<file path="src/rtl/bus_arbiter.sv">
// Purpose: round-robin arbiter sharing one slave bus among NUM_M masters via breq/bgrant, with one-hot registered grants.
// Latency: grant 1 cycle after breq is sampled; there is a one-cycle HANDOVER gap (bgrant=0) between consecutive owners.
// Backpressure: the grant is held while breq[owner] stays high; ARB_TIMEOUT_EN adds a watchdog that revokes the grant after TIMEOUT cycles without ready.
module bus_arbiter #(
  parameter  int NUM_M   = 2,
  parameter  int TIMEOUT = 64,
  localparam int OW      = (NUM_M > 2) ? $clog2(NUM_M) : 1
) (
  input  logic             clk,
  input  logic             rst_n,
  input  logic [NUM_M-1:0] breq,
  input  logic             ready,
  output logic [NUM_M-1:0] bgrant,
  output logic [OW-1:0]    owner,
  output logic             bus_busy,
  output logic             timeout_err
);

  typedef enum logic [1:0] {IDLE, GRANT, HANDOVER} state_t;

  state_t           state;
  logic [OW-1:0]    rr_ptr;
  logic [NUM_M-1:0] mask;
  logic [NUM_M-1:0] elig;
  logic             any_elig;
  logic [OW-1:0]    winner;
  logic             wd_fire;

  assign elig = breq & ~mask;

  // Pick the first eligible master, scanning upward from rr_ptr with wraparound.
  // The scan runs from the farthest offset down to offset 0, so the nearest candidate is the last one written and wins.
  always_comb begin
    any_elig = 1'b0;
    winner   = '0;
    for (int k = NUM_M - 1; k >= 0; k--) begin
      if (elig[(int'(rr_ptr) + k) % NUM_M]) begin
        any_elig = 1'b1;
        winner   = OW'((int'(rr_ptr) + k) % NUM_M);
      end
    end
  end

`ifdef ARB_TIMEOUT_EN
  logic [15:0] wd_cnt;
  logic        grant_start;

  assign grant_start = (state != GRANT) && any_elig;
  // The watchdog fires only if the owner is still requesting; a release on the same cycle takes priority.
  assign wd_fire     = (state == GRANT) && breq[owner] && !ready && (wd_cnt == 16'(TIMEOUT));

  // Watchdog counter, per-master revoke mask, and the timeout pulse.
  always_ff @(posedge clk) begin
    if (!rst_n) begin
      wd_cnt      <= '0;
      mask        <= '0;
      timeout_err <= 1'b0;
    end else begin
      timeout_err <= wd_fire;
      if (grant_start || ready)
        wd_cnt <= '0;
      else if ((state == GRANT) && (wd_cnt != 16'(TIMEOUT)))
        wd_cnt <= wd_cnt + 16'd1;
      // A mask bit stays set only while the revoked master keeps breq high.
      mask <= mask & breq;
      if (wd_fire)
        mask[owner] <= 1'b1;
    end
  end
`else
  logic unused_ready;

  assign mask         = '0;
  assign wd_fire      = 1'b0;
  assign timeout_err  = 1'b0;
  assign unused_ready = ready;
`endif

  // Arbitration FSM; grant, owner and busy are all registered together.
  always_ff @(posedge clk) begin
    if (!rst_n) begin
      state    <= IDLE;
      bgrant   <= '0;
      owner    <= '0;
      bus_busy <= 1'b0;
      rr_ptr   <= '0;
    end else begin
      case (state)
        IDLE, HANDOVER: begin
          if (any_elig) begin
            state    <= GRANT;
            bgrant   <= {{(NUM_M-1){1'b0}}, 1'b1} << winner;
            owner    <= winner;
            bus_busy <= 1'b1;
            rr_ptr   <= (winner == OW'(NUM_M - 1)) ? '0 : winner + 1'b1;
          end else begin
            state <= IDLE;
          end
        end
        GRANT: begin
          if (!breq[owner] || wd_fire) begin
            state    <= HANDOVER;
            bgrant   <= '0;
            bus_busy <= 1'b0;
          end
        end
        default: begin
          state    <= IDLE;
          bgrant   <= '0;
          bus_busy <= 1'b0;
        end
      endcase
    end
  end

endmodule

</file>
<file path="config.mk">
export PLATFORM = sky130hd
export DESIGN_NAME = bus_arbiter
export DESIGN_NICKNAME = d
export VERILOG_FILES = /design/src/rtl/bus_arbiter.sv
export SDC_FILE = /design/constraint.sdc
export NUM_CORES = 1
export LEC_CHECK = 0
export ABC_CLOCK_PERIOD_IN_PS = 1100
export BUFFER_PORTS_ARGS = -buffer_cell sky130_fd_sc_hd__buf_2
export CAP_MARGIN = 0
export CORE_AREA = 2 2 39 41
export DETAILED_ROUTE_END_ITERATION = 8
export DIE_AREA = 0 0 41 43
export GPL_TIMING_DRIVEN = 0
export REMOVE_ABC_BUFFERS = 1
export SETUP_SLACK_MARGIN = 0.4
export SKIP_CTS_REPAIR_TIMING = 1
export SLEW_MARGIN = 20
export SYNTH_ARGS = -nofsm -noshare
export SYNTH_HDL_FRONTEND = slang
export SYNTH_SLANG_ARGS = --single-unit
</file>
<file path="constraint.sdc">
create_clock -name clk -period 1.1 [get_ports clk]
set_clock_uncertainty 0.15 [all_clocks]
set_input_delay 0.055 -clock clk [delete_from_list [all_inputs] [get_ports clk]]
set_output_delay 0.055 -clock clk [all_outputs]
set_load 0.02 [all_outputs]
</file>
# After elaboration in Yosys (flattened, before gate mapping)
# Cells that the tools add are included.
dict set report classes {
  n_bitwise 1
  div 0
  n_eq_ne 4
  reduce_logical 4
  addsub 2
  n_shift 1
  n_mul 0
  magnitude_cmp 3
  muxes 21
}
# op count
set op_table {}
lappend op_table {{2-to-1 mux 1 bit} 15}
lappend op_table {{case mux 2 bit (2 select lines)} 2}
lappend op_table {{2-to-1 mux 2 bit} 3}
lappend op_table {{less-than comparator 1 x 2 -> 1 bit (second input constant)} 2}
lappend op_table {{inequality test 2 bit (second input constant)} 2}
lappend op_table {{AND reduction 2 bit} 2}
lappend op_table {{less-than comparator 2 x 3 -> 1 bit (second input constant)} 1}
lappend op_table {{adder 1 bit (second input constant)} 2}
lappend op_table {{== test 2 x 1 -> 1 bit (second input constant)} 1}
lappend op_table {{== test 2 bit (second input constant)} 1}
lappend op_table {{logical NOT 2 bit} 1}
lappend op_table {{case mux 1 bit (2 select lines)} 1}
lappend op_table {{OR reduction 2 bit} 1}
lappend op_table {{left shift 1 x 1 -> 2 bit (first input constant)} 1}
lappend op_table {{bitwise AND 1 bit (first input constant)} 1}
dict set report word_totals {
  output_inout_bits 5
  latchBits 0
  n_memories 0
  inputBits 5
  ram_bits 0
  word_cells 41
  ff_bits 7
  mem_bits_ro 0
}

# Logic depth before layout (Yosys ltp)
# Gate-level depths: netlist of the first run.
dict set report depth {
  depth_word 10
  mapped_depth 3
}

# Worst setup path before layout of the first run
# OpenSTA, ideal clock, no wires.
dict set report synth_path {
  path_type {reg2reg}
  start {reg owner}
  end {reg bgrant[0]}
  arrival_ns 1.071
  stages_incl_launch_ff 4
  path_slack_ns -0.239
  setup_ns 0.117
  cell_sequence {dfxtp_1 -> mux2i_2 -> o22ai_1 -> a32o_1}
}
dict set report synth_between {
  elab_chain_len 4
}
# item line
set synth_rtl {}
lappend synth_rtl {{start: declaration} 14} ;# output logic [OW-1:0] owner,
lappend synth_rtl {{start signal: assignment} 93} ;# owner <= winner;
lappend synth_rtl {{2-to-1 mux 1 bit (implied by the code) (2 in series)} 101} ;# if (!breq[owner] || wd_fire) begin
lappend synth_rtl {{inequality test 2 bit (no line)} --}
lappend synth_rtl {{AND reduction 2 bit (no line)} --}
lappend synth_rtl {{end signal: assignment} 92} ;# bgrant <= {{(NUM_M-1){1'b0}}, 1'b1} << winner;
lappend synth_rtl {{end: declaration} 13} ;# output logic [NUM_M-1:0] bgrant,
# No other way between the ends. The select of a mux whose other input is x is not followed.
# A chain may end at the register's enable or synchronous reset.

# Worst setup path in the final report of the first run
# Same ends and word-level chain as after synthesis.

==> impl_metrics.ini, run 1 <==
[power]
pwr-share-comb = 0.213
p_per_area_nw_per_um2 = 1461
swShare = 0.2895
p_switching_uw = 199.5
leakage_nw = 0.1921
ir_drop_mv = 0.5865
power_uw = 689.3
seqPwrFrac = 0.429
p_int_uw = 489.8
clkPwrFrac = 0.358

[logic_synthesis]
synthMuxAreaShare = 0.04314
synthCells = 34
synth_top_family_by_area = simple AND/OR/NAND/NOR gates
yosysSeqAreaShare = 0.4392
synthArstFlopShare = 0
synthFlopType = dfxtp_1
syn_area_sq_um = 319.1
synth_fa_ha_area_frac = 0
synth_area_per_cell_sq_um = 9.384
synth-compound-area-share = 0.2157
synth-xor-area-share = 0
synth_enable_flop_cells = 0
yosys_warnings = 0
synthSimpleGateAreaFrac = 0.2549
synth-seq-cells = 7
synth_cell_type_count = 19

[global_route]
grt_overflow = 0
grtUsageMet3 = 0.04712
grtUsageMet1 = 0.1071
antenna_found_initial = 0
top_usage_layer = met2
grt_pass1_vias = 258
grt_max_degree = 9
use_met2 = 0.1125
grt_pass1_wl_um = 1000
track_usage = 0.08761

[finish]
drive_above_1_share = 0.4889
nNetsFinal = 51
final_cell_mix = 4 x buf_2, 4 x buf_6, 3 x dfxtp_1, 3 x clkbuf_4
multi_input_area_sq_um = 206.4
regArea_sq_um = 150.1
area_delta_synth_final_pct = 47.84
n_antenna_cell = 0
nFillCells = 149

[drt]
dr.pass1.iters = 3
ant_nets = 0
wl_um = 779
via_per_inst = 4.770
vias = 291
wl_per_cell_um = 12.77
drc = 0
drtIter0Drc = 4

[critical_path]
max_stage_delay_ns = 0.37
crit_fanout = 5
cp-startpoint = owner$_SDFFE_PN0P_
critPathSlowestCell = dfxtp_4
crit_type = flip-flop to flip-flop
r2r_start = owner$_SDFFE_PN0P_
cp.required_ns = 1.10
cp-start-kind = flip-flop
reg2regPathDepth = 3
worstPathArrival_ns = 1.22
cp_cell_sequence = mux2i_4, o22ai_1, a32o_1
endpoint_kind = flip-flop

[hold_path]
min_path_type = primary input to flip-flop
hold_path_startpoint = rst_n
whs_path_depth = 2

[place]
port_buffers = 7
place_hpwl_um = 449
globalplace.congestion = 0.7256

[flow_run]
maxCapViolations = 0

[clock_tree]
cts_root_buf = clkbuf_4
cts.clk_slew.worst_paths_ns = 0.06
cts_tree = built
clock_tree.buffer_depth = 2
htree_levels = 1
numClockSinks = 7
numCtsBuffers = 3
clkLatencyLatePin_ns = 0.26

[die]
pin_count = 10
fp.dieW_um = 41
die_h_um = 43
die-area_sq_um = 1763
core_sq_um = 1384
initial_core_util = 0.2306
std_cell_rows = 14

[timing]
max_freq_ghz = 0.8199
finalHoldViolCount = 3
final.setup.worst_slack_ns = -0.1197
rsz0062_at_grt = true
period_minus_slack_ns = 1.220
period_share = 1.109
setup_viol = 6
slew_violations = 0
whs_ns = -0.06203

[outcome]
violations = hold timing, setup timing
status = finished with violations
cell usage after synthesis, drive strengths merged, types with 2 or more instances:
library cell  n  share of area
nor2b         2          0.039
nor2          2          0.024
a32o          2          0.063
o22ai         3          0.059
nand2b        4          0.078
dfxtp         7           0.44
o21ai         2          0.031
cells by family after synthesis:
family,count (synthesis)
AND/OR/NAND/NOR,13
AO/OA/AOI/OAI,10
flip-flops,7
buffers and inverters,2
multiplexers,1
other,1
final timing paths:
check	slack [ns]	endpoint
max	-0.12	bgrant[0]$_SDFFE_PN0P_
min	-0.06	state[0]$_SDFFE_PN0P_
max reg2reg	-0.12	bgrant[0]$_SDFFE_PN0P_
min reg2reg	0.32	bus_busy$_SDFFE_PN0P_
worst max-delay path, delay by kind of cell (launching register included):
| family | cells | cell delay, ns |
|---|---|---|
| multiplexers | 1 | 0.29 |
| AO/OA/AOI/OAI | 2 | 0.31 |
| flip-flops | 1 | 0.37 |
state kept, by name, summed over array words and instances (netlist names):
register / flops
bgrant: 2
bus_busy: 1
owner: 1
rr_ptr: 1
state: 2
per-stage QoR:
| step | instance area [sq um] | TNS [ns] | worst slack, ns | instances | util |
|---|---|---|---|---|---|
| 6_report | 471.7 | -0.3944 | -0.1197 | 61 | 0.3409 |
| 5_1_grt | 471.7 | -0.7448 | -0.1807 | 61 | 0.3409 |
| 4_1_cts | 392.9 | -0.6905 | -0.2020 | 60 | 0.2839 |
| 3_5_place_dp | 366.6 | -0.6396 | -0.1944 | 56 | 0.2649 |
| 3_3_place_gp | 366.6 | -0.5023 | -0.1664 | 56 | 0.2649 |
| 2_1_floorplan | 311.5 | -0.8935 | -0.2386 | 33 | - |
layout make-up:
cell class / count / area share
Tap cell: 16 / 0.04244
Timing Repair Buffer: 8 / 0.1379
Inverter: 1 / 0.007958
Multi-Input combinational cell: 25 / 0.4377
Sequential cell: 7 / 0.3183
Clock buffer: 4 / 0.05570
power by group through the flow:
stage / Combinational (mW) / Clock (mW) / Sequential [mW]
after floorplan: 0.0557 / 0 / 0.308
after global placement: 0.101 / 0 / 0.296
after detailed placement: 0.103 / 0 / 0.296
after CTS: 0.103 / 0.242 / 0.290
after global routing: 0.160 / 0.272 / 0.299
final: 0.147 / 0.247 / 0.296
routing by layer:
layer / vias up / share of wire
met3: 2 / 0.037
met2: 8 / 0.51
met5: - / 0
li1: 145 / -
met1: 136 / 0.44
met4: 0 / 0.013
Power figures use the tool's default switching activity.
==> run 2: changes to the inputs <==
--- a/config.mk
+++ b/config.mk
@@ -5,6 +5,7 @@
 export SDC_FILE = /design/constraint.sdc
 export NUM_CORES = 1
 export LEC_CHECK = 0
+export ABC_AREA = 1
 export ABC_CLOCK_PERIOD_IN_PS = 1100
 export BUFFER_PORTS_ARGS = -buffer_cell sky130_fd_sc_hd__buf_2
 export CAP_MARGIN = 0
==> impl_metrics.ini, run 2 <==
[timing]
max_freq_ghz = 0.9024
period_minus_slack_ns = 1.108
whs_ns = -0.01969
slew_violations = 0
period_share = 1.007
setup_viol = 2
final.setup.worst_slack_ns = -0.008141
finalHoldViolCount = 4
rsz0062_at_grt = true

[critical_path]
reg2reg_slack_ns = -0.008
critical_path_buf_inv_count = 1
reg2regPathDepth = 6
cp-start-kind = flip-flop
path_delay_family = simple AND/OR/NAND/NOR gates
critPathSlowestCell = dfxtp_2
cp_cell_sequence = inv_2, nand2_2, nand4_1, nand2_4, nand2_1, a21oi_2
reg2reg_to = bgrant[1]$_SDFFE_PN0P_
r2r_start = rr_ptr$_SDFFE_PN0P_
crit_fanout = 3
worstPathArrival_ns = 1.14
cp.required_ns = 1.13
endpoint_kind = flip-flop
crit_type = flip-flop to flip-flop
max_stage_delay_ns = 0.35

[place]
dpl_cell_area_sq_um = 360.3
place_hpwl_um = 440.3
port_buffers = 7
globalplace.congestion = 0.6964

[logic_synthesis]
synthCells = 40
synth_area_per_cell_sq_um = 7.820
synthFlopType = dfxtp_1
synth.most_common_cell = nand2_1
synth.area.top_cells = dfxtp_1 45%, nand2_1 11%, a21oi_1 9.6%, nand2_2 6.0%, nand3_4 5.6%
yosysSeqAreaShare = 0.4480
synth_cell_type_count = 14
synth.top_cell.area_share = 0.4480
syn_area_sq_um = 312.8
synth-seq-cells = 7
synth_enable_flop_cells = 0
yosys_warnings = 0
ys_top_cells_by_count = 9 x nand2_1, 7 x dfxtp_1, 6 x a21oi_1, 4 x inv_1, 3 x nand2_2
yosys.area.top_type = dfxtp_1
synthArstFlopShare = 0

[clock_tree]
numClockSinks = 7
numCtsBuffers = 3
cts_tree = built
cts.clk_slew.worst_paths_ns = 0.05
clock_tree.buffer_depth = 2
cts_root_buf = clkbuf_4
clkLatencyLatePin_ns = 0.25
htree_levels = 1

[drt]
dr.pass1.iters = 4
drtIter0Drc = 9
ant_nets = 0
wl_um = 645
wl_per_cell_um = 9.485
vias = 292
drc = 0
via_per_inst = 4.294

[global_route]
antenna_found_initial = 0
grt_pass1_vias = 258
grt_pass1_wl_um = 966
track_usage = 0.08157
grt_overflow = 0
grt_max_degree = 8

[die]
initial_core_util = 0.2260
core_sq_um = 1384
std_cell_rows = 14
fp.dieW_um = 41
pin_count = 10
die_h_um = 43
die-area_sq_um = 1763

[finish]
final_cell_mix = 6 x nand2_1, 5 x nand2_2, 4 x buf_4
n_antenna_cell = 0
drive_above_1_share = 0.5769
layout_commonest_cell = nand2_1
area_delta_synth_final_pct = 44.80
design_area_sq_um = 452.9
nNetsFinal = 58
final_util = 0.3273
reg_top3 = bgrant x2, state x2

[hold_path]
whs_path_depth = 3
hold_path_startpoint = breq[1]
min_to = bgrant[1]$_SDFFE_PN0P_
min_path_type = primary input to flip-flop

[power]
ir_drop_mv = 0.6629
p_per_area_nw_per_um2 = 1531
leakage_nw = 0.1923
power_uw = 693.2

[flow_run]
maxCapViolations = 0

[outcome]
violations = hold timing, setup timing
status = finished with violations
==> run 2: report_power, final <==
part / total [mW] / leakage (nW) / switching [mW] / internal [mW]
logic: 0.165 / 0.118 / 0.0947 / 0.0701
registers: 0.299 / 0.0595 / 0.0188 / 0.280
clock network: 0.230 / 0.0150 / 0.0916 / 0.138
total: 0.693 / 0.192 / 0.205 / 0.488
==> run 2: cells by family after synthesis <==
family	synth area share
flops	0.4480
compound gates	0.1200
other cells	0.01199
buf+inv	0.09600
simple gates	0.3240
==> run 2: layout make-up <==
type,count,area (sq um)
Timing Repair Buffer,9,67.56
Fill cell,153,930.9
Inverter,6,25.02
Sequential cell,7,147.6
Multi-Input combinational cell,26,166.4
Tap cell,16,20.02
Clock buffer,4,26.28
==> run 2: worst max path at each step <==
stage	startpoint	end	slack, ns	cells after the start
6_report	rr_ptr$_SDFFE_PN0P_	bgrant[1]$_SDFFE_PN0P_	-0.008	6
5_1_grt	rr_ptr$_SDFFE_PN0P_	bgrant[0]$_SDFFE_PN0P_	-0.05	6
4_1_cts	rr_ptr$_SDFFE_PN0P_	bus_busy$_SDFFE_PN0P_	0.02	6
3_5_place_dp	rr_ptr$_SDFFE_PN0P_	bus_busy$_SDFFE_PN0P_	0.03	6
3_3_place_gp	owner$_SDFFE_PN0P_	bus_busy$_SDFFE_PN0P_	0.05	6
2_1_floorplan	owner$_SDFFE_PN0P_	bgrant[0]$_SDFFE_PN0P_	-0.02	6
==> run 2: stage by stage <==
stage               setup slack [ns]  setup TNS [ns]  instances
floorplan                   -0.02318        -0.06954         39
global placement             0.05335               0         62
detailed placement           0.03387               0         62
CTS                          0.01914               0         66
global route                -0.05300         -0.1826         68
finish                     -0.008141        -0.01037         68
==> run 2: worst register-to-register path: stages, from the launching register on <==
cell and delay (ns):
dfxtp_2 0.35, inv_2 0.04, nand2_2 0.07, nand4_1 0.14
nand2_4 0.12, nand2_1 0.07, a21oi_2 0.10
==> run 2: layer usage <==
layer,vias to the layer above,part of all wire,track usage
met4,0,0.031,0.08000
met3,2,0.062,0.02094
met5,-,0,0
met1,132,0.41,0.1006
met2,7,0.49,0.1063
li1,151,-,-
